`src/rtl/alu_pkg.sv`:
```
// -----------------------------------------------------------------------------
// alu_pkg
// Shared constants for the ALU execution datapath.
//   - Default operand width.
//   - shift_select encodings (SH_*), carry_select encodings (CY_*).
//   - Named 4-bit logic_op truth tables (LOP_*). Bit index {rhs, lhs} selects
//     the output, so e.g. LOP_AND = 4'b1000 is 1 only for rhs=1, lhs=1.
//   - resolve_cin(): maps a carry_select code and the stored carry to the
//     adder carry-in.
// No ports (package).
// -----------------------------------------------------------------------------
package alu_pkg;

  localparam int ALU_WIDTH_DEFAULT = 8;

  // shift_select encodings
  localparam logic [1:0] SH_PASS  = 2'b00;  // lhs unchanged
  localparam logic [1:0] SH_LEFT  = 2'b01;  // lhs << 1, zero fill
  localparam logic [1:0] SH_RIGHT = 2'b10;  // lhs >> 1, logical
  localparam logic [1:0] SH_ZERO  = 2'b11;  // constant zero

  // carry_select encodings
  localparam logic [1:0] CY_ZERO     = 2'b00;
  localparam logic [1:0] CY_FLAG     = 2'b01;  // stored carry flag
  localparam logic [1:0] CY_ONE      = 2'b10;
  localparam logic [1:0] CY_ZERO_ALT = 2'b11;  // reserved, behaves as zero

  // logic_op truth tables
  localparam logic [3:0] LOP_ZERO = 4'b0000;
  localparam logic [3:0] LOP_RHS  = 4'b1100;
  localparam logic [3:0] LOP_NRHS = 4'b0011;
  localparam logic [3:0] LOP_AND  = 4'b1000;
  localparam logic [3:0] LOP_OR   = 4'b1110;
  localparam logic [3:0] LOP_XOR  = 4'b0110;
  localparam logic [3:0] LOP_ONES = 4'b1111;

  // Adder carry-in for a given carry_select code.
  function automatic logic resolve_cin(input logic [1:0] carry_sel,
                                       input logic       stored_c);
    logic cin;
    cin = 1'b0;
    case (carry_sel)
      CY_ZERO:     cin = 1'b0;
      CY_FLAG:     cin = stored_c;
      CY_ONE:      cin = 1'b1;
      CY_ZERO_ALT: cin = 1'b0;
      default:     cin = 1'b0;
    endcase
    return cin;
  endfunction

endpackage

```
`src/rtl/alu_logic_unit.sv`:
```
// -----------------------------------------------------------------------------
// alu_logic_unit
// Per-bit 4:1 truth-table mux: lu_o[i] = logic_op_i[{rhs_i[i], lhs_i[i]}].
// Purely combinational.
// Ports:
//   logic_op_i  [3:0]        truth table
//   lhs_i       [WIDTH-1:0]  left operand  (index bit 0)
//   rhs_i       [WIDTH-1:0]  right operand (index bit 1)
//   lu_o        [WIDTH-1:0]  logic unit output
// -----------------------------------------------------------------------------
module alu_logic_unit #(
  parameter int WIDTH = 8
) (
  input  logic [3:0]       logic_op_i,
  input  logic [WIDTH-1:0] lhs_i,
  input  logic [WIDTH-1:0] rhs_i,
  output logic [WIDTH-1:0] lu_o
);

  for (genvar i = 0; i < WIDTH; i++) begin : g_bit
    logic [1:0] sel;
    assign sel     = {rhs_i[i], lhs_i[i]};
    assign lu_o[i] = logic_op_i[sel];
  end

endmodule

```
`src/rtl/alu_exec.sv`:
```
// -----------------------------------------------------------------------------
// alu_exec
// Two-stage ALU execution datapath. Stage 1 registers the shifter output, the
// logic-unit output and the control selects on an accepted strobe; stage 2
// adds them with a carry-in resolved against the stored carry flag and
// registers the result and flags.
//
// Handshake: alu_en is a per-cycle accept strobe with no ready/backpressure;
// every rising edge with alu_en high accepts exactly one operation. The
// result appears two edges later, qualified by a one-cycle out_valid pulse;
// result and flags hold their value between pulses.
//
// Optional feature: define ALU_EXEC_OVERFLOW_EN to build the signed overflow
// flag; otherwise flag_v is tied to 0.
//
// Ports:
//   clk           system clock, rising edge
//   rst_n         asynchronous active-low reset
//   alu_en        accept strobe
//   logic_op[3:0] logic-unit truth table
//   shift_select  00 lhs, 01 lhs<<1, 10 lhs>>1, 11 zero
//   carry_select  00 zero, 01 stored carry, 10 one, 11 zero
//   lhs, rhs      operands
//   result        registered result
//   out_valid     result/flags updated this cycle
//   flag_c/z/n/v  carry, zero, negative, signed overflow
//   dbg_s1_valid  stage-1 occupancy, for observation only
// -----------------------------------------------------------------------------
module alu_exec
  import alu_pkg::*;
#(
  parameter int WIDTH = ALU_WIDTH_DEFAULT
) (
  input  logic             clk,
  input  logic             rst_n,
  input  logic             alu_en,
  input  logic [3:0]       logic_op,
  input  logic [1:0]       shift_select,
  input  logic [1:0]       carry_select,
  input  logic [WIDTH-1:0] lhs,
  input  logic [WIDTH-1:0] rhs,
  output logic [WIDTH-1:0] result,
  output logic             out_valid,
  output logic             flag_c,
  output logic             flag_z,
  output logic             flag_n,
  output logic             flag_v,
  output logic             dbg_s1_valid
);

  // ---------------------------------------------------------------------------
  // Stage 1: shifter + logic unit
  // ---------------------------------------------------------------------------
  logic [WIDTH-1:0] sh_d;
  logic             sout_d;
  logic [WIDTH-1:0] lu_d;

  always_comb begin
    sh_d   = '0;
    sout_d = 1'b0;
    case (shift_select)
      SH_PASS: begin
        sh_d = lhs;
      end
      SH_LEFT: begin
        sh_d   = {lhs[WIDTH-2:0], 1'b0};
        sout_d = lhs[WIDTH-1];
      end
      SH_RIGHT: begin
        sh_d   = {1'b0, lhs[WIDTH-1:1]};
        sout_d = lhs[0];
      end
      default: begin
        sh_d = '0;
      end
    endcase
  end

  alu_logic_unit #(
    .WIDTH (WIDTH)
  ) u_logic_unit (
    .logic_op_i (logic_op),
    .lhs_i      (lhs),
    .rhs_i      (rhs),
    .lu_o       (lu_d)
  );

  logic [WIDTH-1:0] sh_q;
  logic [WIDTH-1:0] lu_q;
  logic [1:0]       csel_q;
  logic [1:0]       ssel_q;
  logic             sout_q;
  logic             s1_valid_q;

  // Data registers load only on accept so an idle pipeline keeps its last
  // operands; s1_valid_q follows alu_en every cycle so the pipe drains.
  always_ff @(posedge clk or negedge rst_n) begin
    if (!rst_n) begin
      sh_q       <= '0;
      lu_q       <= '0;
      csel_q     <= 2'b00;
      ssel_q     <= 2'b00;
      sout_q     <= 1'b0;
      s1_valid_q <= 1'b0;
    end else begin
      s1_valid_q <= alu_en;
      if (alu_en) begin
        sh_q   <= sh_d;
        lu_q   <= lu_d;
        csel_q <= carry_select;
        ssel_q <= shift_select;
        sout_q <= sout_d;
      end
    end
  end

  assign dbg_s1_valid = s1_valid_q;

  // ---------------------------------------------------------------------------
  // Stage 2: adder and flag generation
  // ---------------------------------------------------------------------------
  logic [WIDTH-1:0] result_q;
  logic             out_valid_q;
  logic             flag_c_q;
  logic             flag_z_q;
  logic             flag_n_q;

  logic             cin;
  logic [WIDTH:0]   sum;
  logic             is_shift;
  logic             c_d;

  // cin reads the live carry register, so an op entering stage 2 sees the
  // carry written by the op one edge ahead of it: addc/subb chains run
  // back-to-back without bubbles.
  always_comb begin
    cin      = resolve_cin(csel_q, flag_c_q);
    sum      = {1'b0, sh_q} + {1'b0, lu_q} + {{WIDTH{1'b0}}, cin};
    is_shift = (ssel_q == SH_LEFT) || (ssel_q == SH_RIGHT);
    c_d      = is_shift ? sout_q : sum[WIDTH];
  end

  always_ff @(posedge clk or negedge rst_n) begin
    if (!rst_n) begin
      result_q    <= '0;
      out_valid_q <= 1'b0;
      flag_c_q    <= 1'b0;
      flag_z_q    <= 1'b0;
      flag_n_q    <= 1'b0;
    end else begin
      out_valid_q <= s1_valid_q;
      if (s1_valid_q) begin
        result_q <= sum[WIDTH-1:0];
        flag_c_q <= c_d;
        flag_z_q <= (sum[WIDTH-1:0] == '0);
        flag_n_q <= sum[WIDTH-1];
      end
    end
  end

`ifdef ALU_EXEC_OVERFLOW_EN
  // Signed overflow of sh + lu: operands agree in sign, sum disagrees.
  // Shift operations are not arithmetic and clear the flag.
  logic v_d;
  logic flag_v_q;

  always_comb begin
    v_d = 1'b0;
    if (!is_shift) begin
      v_d = (sh_q[WIDTH-1] == lu_q[WIDTH-1]) && (sum[WIDTH-1] != sh_q[WIDTH-1]);
    end
  end

  always_ff @(posedge clk or negedge rst_n) begin
    if (!rst_n) begin
      flag_v_q <= 1'b0;
    end else if (s1_valid_q) begin
      flag_v_q <= v_d;
    end
  end

  assign flag_v = flag_v_q;
`else
  assign flag_v = 1'b0;
`endif

  assign result    = result_q;
  assign out_valid = out_valid_q;
  assign flag_c    = flag_c_q;
  assign flag_z    = flag_z_q;
  assign flag_n    = flag_n_q;

endmodule
```
`config.mk`:
```
export PLATFORM = sky130hd
export DESIGN_NAME = alu_exec
export DESIGN_NICKNAME = d
export VERILOG_FILES = /design/src/rtl/alu_pkg.sv /design/src/rtl/alu_logic_unit.sv /design/src/rtl/alu_exec.sv
export SDC_FILE = /design/constraint.sdc
export NUM_CORES = 1
export LEC_CHECK = 0
export CAP_MARGIN = 15
export CORE_ASPECT_RATIO = 0.7
export CORE_MARGIN = 3
export CORE_UTILIZATION = 50
export DETAILED_ROUTE_END_ITERATION = 6
export PLACE_DENSITY = 0.79
export SLEW_MARGIN = 10
export SYNTH_ARGS = -nofsm -noshare
export SYNTH_HDL_FRONTEND = slang
export SYNTH_HIERARCHICAL = 1
export SYNTH_SLANG_ARGS = --single-unit
export TNS_END_PERCENT = 20
```
`constraint.sdc`:
```
create_clock -name clk -period 2.53 [get_ports clk]
set_input_delay 0.506 -clock clk [delete_from_list [all_inputs] [get_ports clk]]
set_output_delay 0.506 -clock clk [all_outputs]
set_load 0.02 [all_outputs]
```
==> flow_summary_export.csv <==
group,metric,value,unit
setup_path,path_delay_family,"adder cells",
cells_and_area,finish.instance_area,2410,um2
cts,h-tree-depth,2,
drt,drt-wirelength-per-cell,16.2,um
timing,hold_viol,0,
setup_path,worstPathArrival,2460,ps
cells_and_area,finish.utilization,67.2,%
cts,hold_buffers,0,
cts,clock_path_buffers,2,
place,gp_congestion,0.852,
setup_path,critPathCaptureType,"flop",
floorplanning,die_x,79.6,um
synth,synth_edf_count,0,
floorplanning,die_y,57.6,um
drt,drt-met1-wl,1660,um
floorplanning,core-area,3580,um2
timing,finalSetupViolCount,0,
synth,yosys_warnings,6,
cts,path_clk_slew,60,ps
setup_path,critPathBufInv,1,
drt,totalWireLength,3970,um
synth,synth_cell_types,38,
setup_path,start_kind,"flop",
setup_path,worstRegToRegCells,10,
hold_path,whs_path_depth,2,
floorplanning,die_area,4580,um2
power_and_ir_drop,p_leak,1.02,nW
hold_path,hold_path_class,"flop to flop",
setup_path,r2r-end,"flag_z",
synth,syn_area,1900,um2
global_route,grt_max_degree,34,
timing,finalCritPeriodShare,90.1,%
synth,synth_area_per_cell,12.1,um2
hold_path,hold_end,"result[1]",
run_status,run_status,"finished clean",
timing,skew,3.41,ps
floorplanning,start_util,53.0,%
hold_path,min_from,"result[1]",
drt,wl_met2,1950,um
drt,routed-via-count,1411,
setup_path,crit_chain,"nand2_1 -> mux2i_1 -> fa_1 -> inv_1 -> fa_1 -> nor2b_1 -> o22ai_1 -> xnor2_1 -> nor4_1 -> a32o_2",
synth,synthArstFlopShare,100,%
synth,ys_seq_area_share,43.5,%
cells_and_area,drive_above_1_share,12.8,%
synth,synth_top_cell_by_area,"dfrtp_1",
drt,viasPerCell,5.76,
synth,synthTopCellsByArea,"dfrtp_1 44%, mux4_2 9.5%, ha_1 7.3%",
cts,cts_sinks,33,
floorplanning,fp-row-count,18,
setup_path,worstReg2RegStart,"flag_c",
setup_path,path_max_fanout,3,
synth,syn_inst,157,
setup_path,cp_data_required_time,2710,ps
cts,clock_latency,290,ps
power_and_ir_drop,power_density,715,nW/um2
drt,wl_met3,324,um
synth,syn_nets,197,
power_and_ir_drop,ir_drop,366,uV
timing,holdWs,493,ps
synth,netlist.area_leader.share,43.5,%
drt,drc,0,
global_route,grt_pass1_wl,7000,um
synth,synth_ff_type,"dfrtp_1",
cts,cts_buffers,5,
place,placed_cell_area,2320,um2
cts,cts_setup_buffers,0,
setup_path,critical_path_class,"flop to flop",
place,dp_hpwl,3140,um
setup_path,cp_slowest_cell,"fa_1",
setup_path,crit_path_frequent_cell,"fa_1",
run,drv_cap,0,
drt,top_layer,"met4",
floorplanning,top_level_ports,41,
drt,ant_nets,0,
global_route,antenna_found_initial,0,
timing,finalMaxSlewViolations,0,
global_route,grt_pass1_vias,1538,
cts,cts_resized,0,
timing,tns,0,ps
timing,rsz0062_at_grt,"no",
cells_and_area,area_growth,26.8,%
setup_path,cp_slowest_stage_delay,390,ps
global_route,track_usage,20.1,%
place,io_buffers,39,
drt,drt_first_pass_iters,5,
synth,ys_seq_elements,33,
setup_path,r2r_slack,250,ps
timing,fin_ws,251,ps
timing,max_freq,0.439,GHz
timing,period_needed,2280,ps
place,place_ws,257,ps
cells_and_area,nets,235,
global_route,grt_overflow,0,
drt,drt_iter0_drc,54,
cts,cts_tree,"built",
cells_and_area,antenna_cells,0,
cts,root_buffer,"clkbuf_8",
[logic make-up (layout without fill, tap and decap cells)]
family / Yosys count / count (layout) / synth area share, %
muxes: 24 / 24 / 18.9
AOI/OAI and AO/OA: 37 / 37 / 15.0
DFF: 33 / 33 / 43.5
buffers and inverters: 24 / 62 / 5.21
xor gates and xnor gates: 7 / 7 / 3.23
other: 1 / 1 / 0.198
adders and majority gates: 13 / 13 / 9.36
and+or+nand+nor: 18 / 18 / 4.55
[synth_stat cells, types with 2 or more instances]
cell	n
a21oi_1	3
a222oi_1	6
a22oi_1	3
buf_4	2
clkbuf_1	7
dfrtp_1	33
fa_1	2
ha_1	11
inv_1	13
mux2_1	12
mux2_2	3
mux4_2	8
nand2_1	7
nand2b_1	2
nor2_1	4
o21ai_1	5
o22ai_1	10
xnor2_1	2
xor2_1	5
[metal layers]
metal  vias up  global-route usage (%)
li1        657                       -
met1       682                    24.9
met2        66                    33.9
met3         6                    5.84
met4         0                    6.86
met5         -                       0
[through the flow]
step | total power [mW] | std cells
after global routing | 1.82 | 245
after global placement | 1.31 | 238
after floorplan | 1.07 | 157
final | 1.72 | 245
after detailed placement | 1.34 | 238
after CTS | 1.74 | 245
[area by class of cell]
type,count,area (um2)
Inverter,14,52.6
Tap cell,50,62.6
Sequential cell,33,826
Multi-Input combinational cell,100,973
Clock buffer,7,86.3
Fill cell,271,1170
Timing Repair Buffer,41,405
[worst max-delay path by stage]
| stage | depth (start not counted) | slack (ps) | endpoint | startpoint |
|---|---|---|---|---|
| final | 10 | 250 | flag_z | flag_c |
| after global routing | 9 | 80 | flag_z | csel_q[1] |
| after CTS | 10 | 250 | flag_z | flag_c |
| after detailed placement | 10 | 260 | flag_z | flag_c |
| after global placement | 9 | 370 | flag_z | csel_q[1] |
| after floorplan | 10 | 330 | flag_z | flag_c |
[power by group]
group	internal, mW	leakage, nW	switching (mW)
Sequential	0.627	0.403	0.0628
Clock	0.216	0.0443	0.182
Combinational	0.321	0.576	0.312
Total	1.16	1.02	0.557
[registers in the layout, summed over array words and instances (netlist names)]
register,flops
csel_q,2
dbg_s1_valid,1
lu_q,8
result,8
flag_z,1
flag_c,1
ssel_q,2
out_valid,1
sh_q,8
sout_q,1
[cells in the final DEF, fill, tap and decap left out, types with 2 or more instances in the layout]
master / n
nor2_1: 4
a22oi_1: 3
clkbuf_8: 6
clkdlybuf4s50_1: 39
a21oi_1: 3
o21ai_1: 5
mux2_1: 12
ha_1: 11
dfrtp_1: 33
a222oi_1: 6
fa_1: 2
xnor2_1: 2
mux4_2: 8
inv_1: 13
nand2b_1: 2
mux2_2: 3
xor2_1: 5
o22ai_1: 10
nand2_1: 7
buf_4: 2
[worst reg2reg max path, stage by stage, from the launching register on]
cell	delay (ps)
dfrtp_1	370
nand2_1	60
mux2i_1	150
fa_1	260
inv_1	70
fa_1	390
nor2b_1	180
o22ai_1	120
xnor2_1	210
nor4_1	80
a32o_2	270
Note: power is estimated with default switching activity, not from simulation.
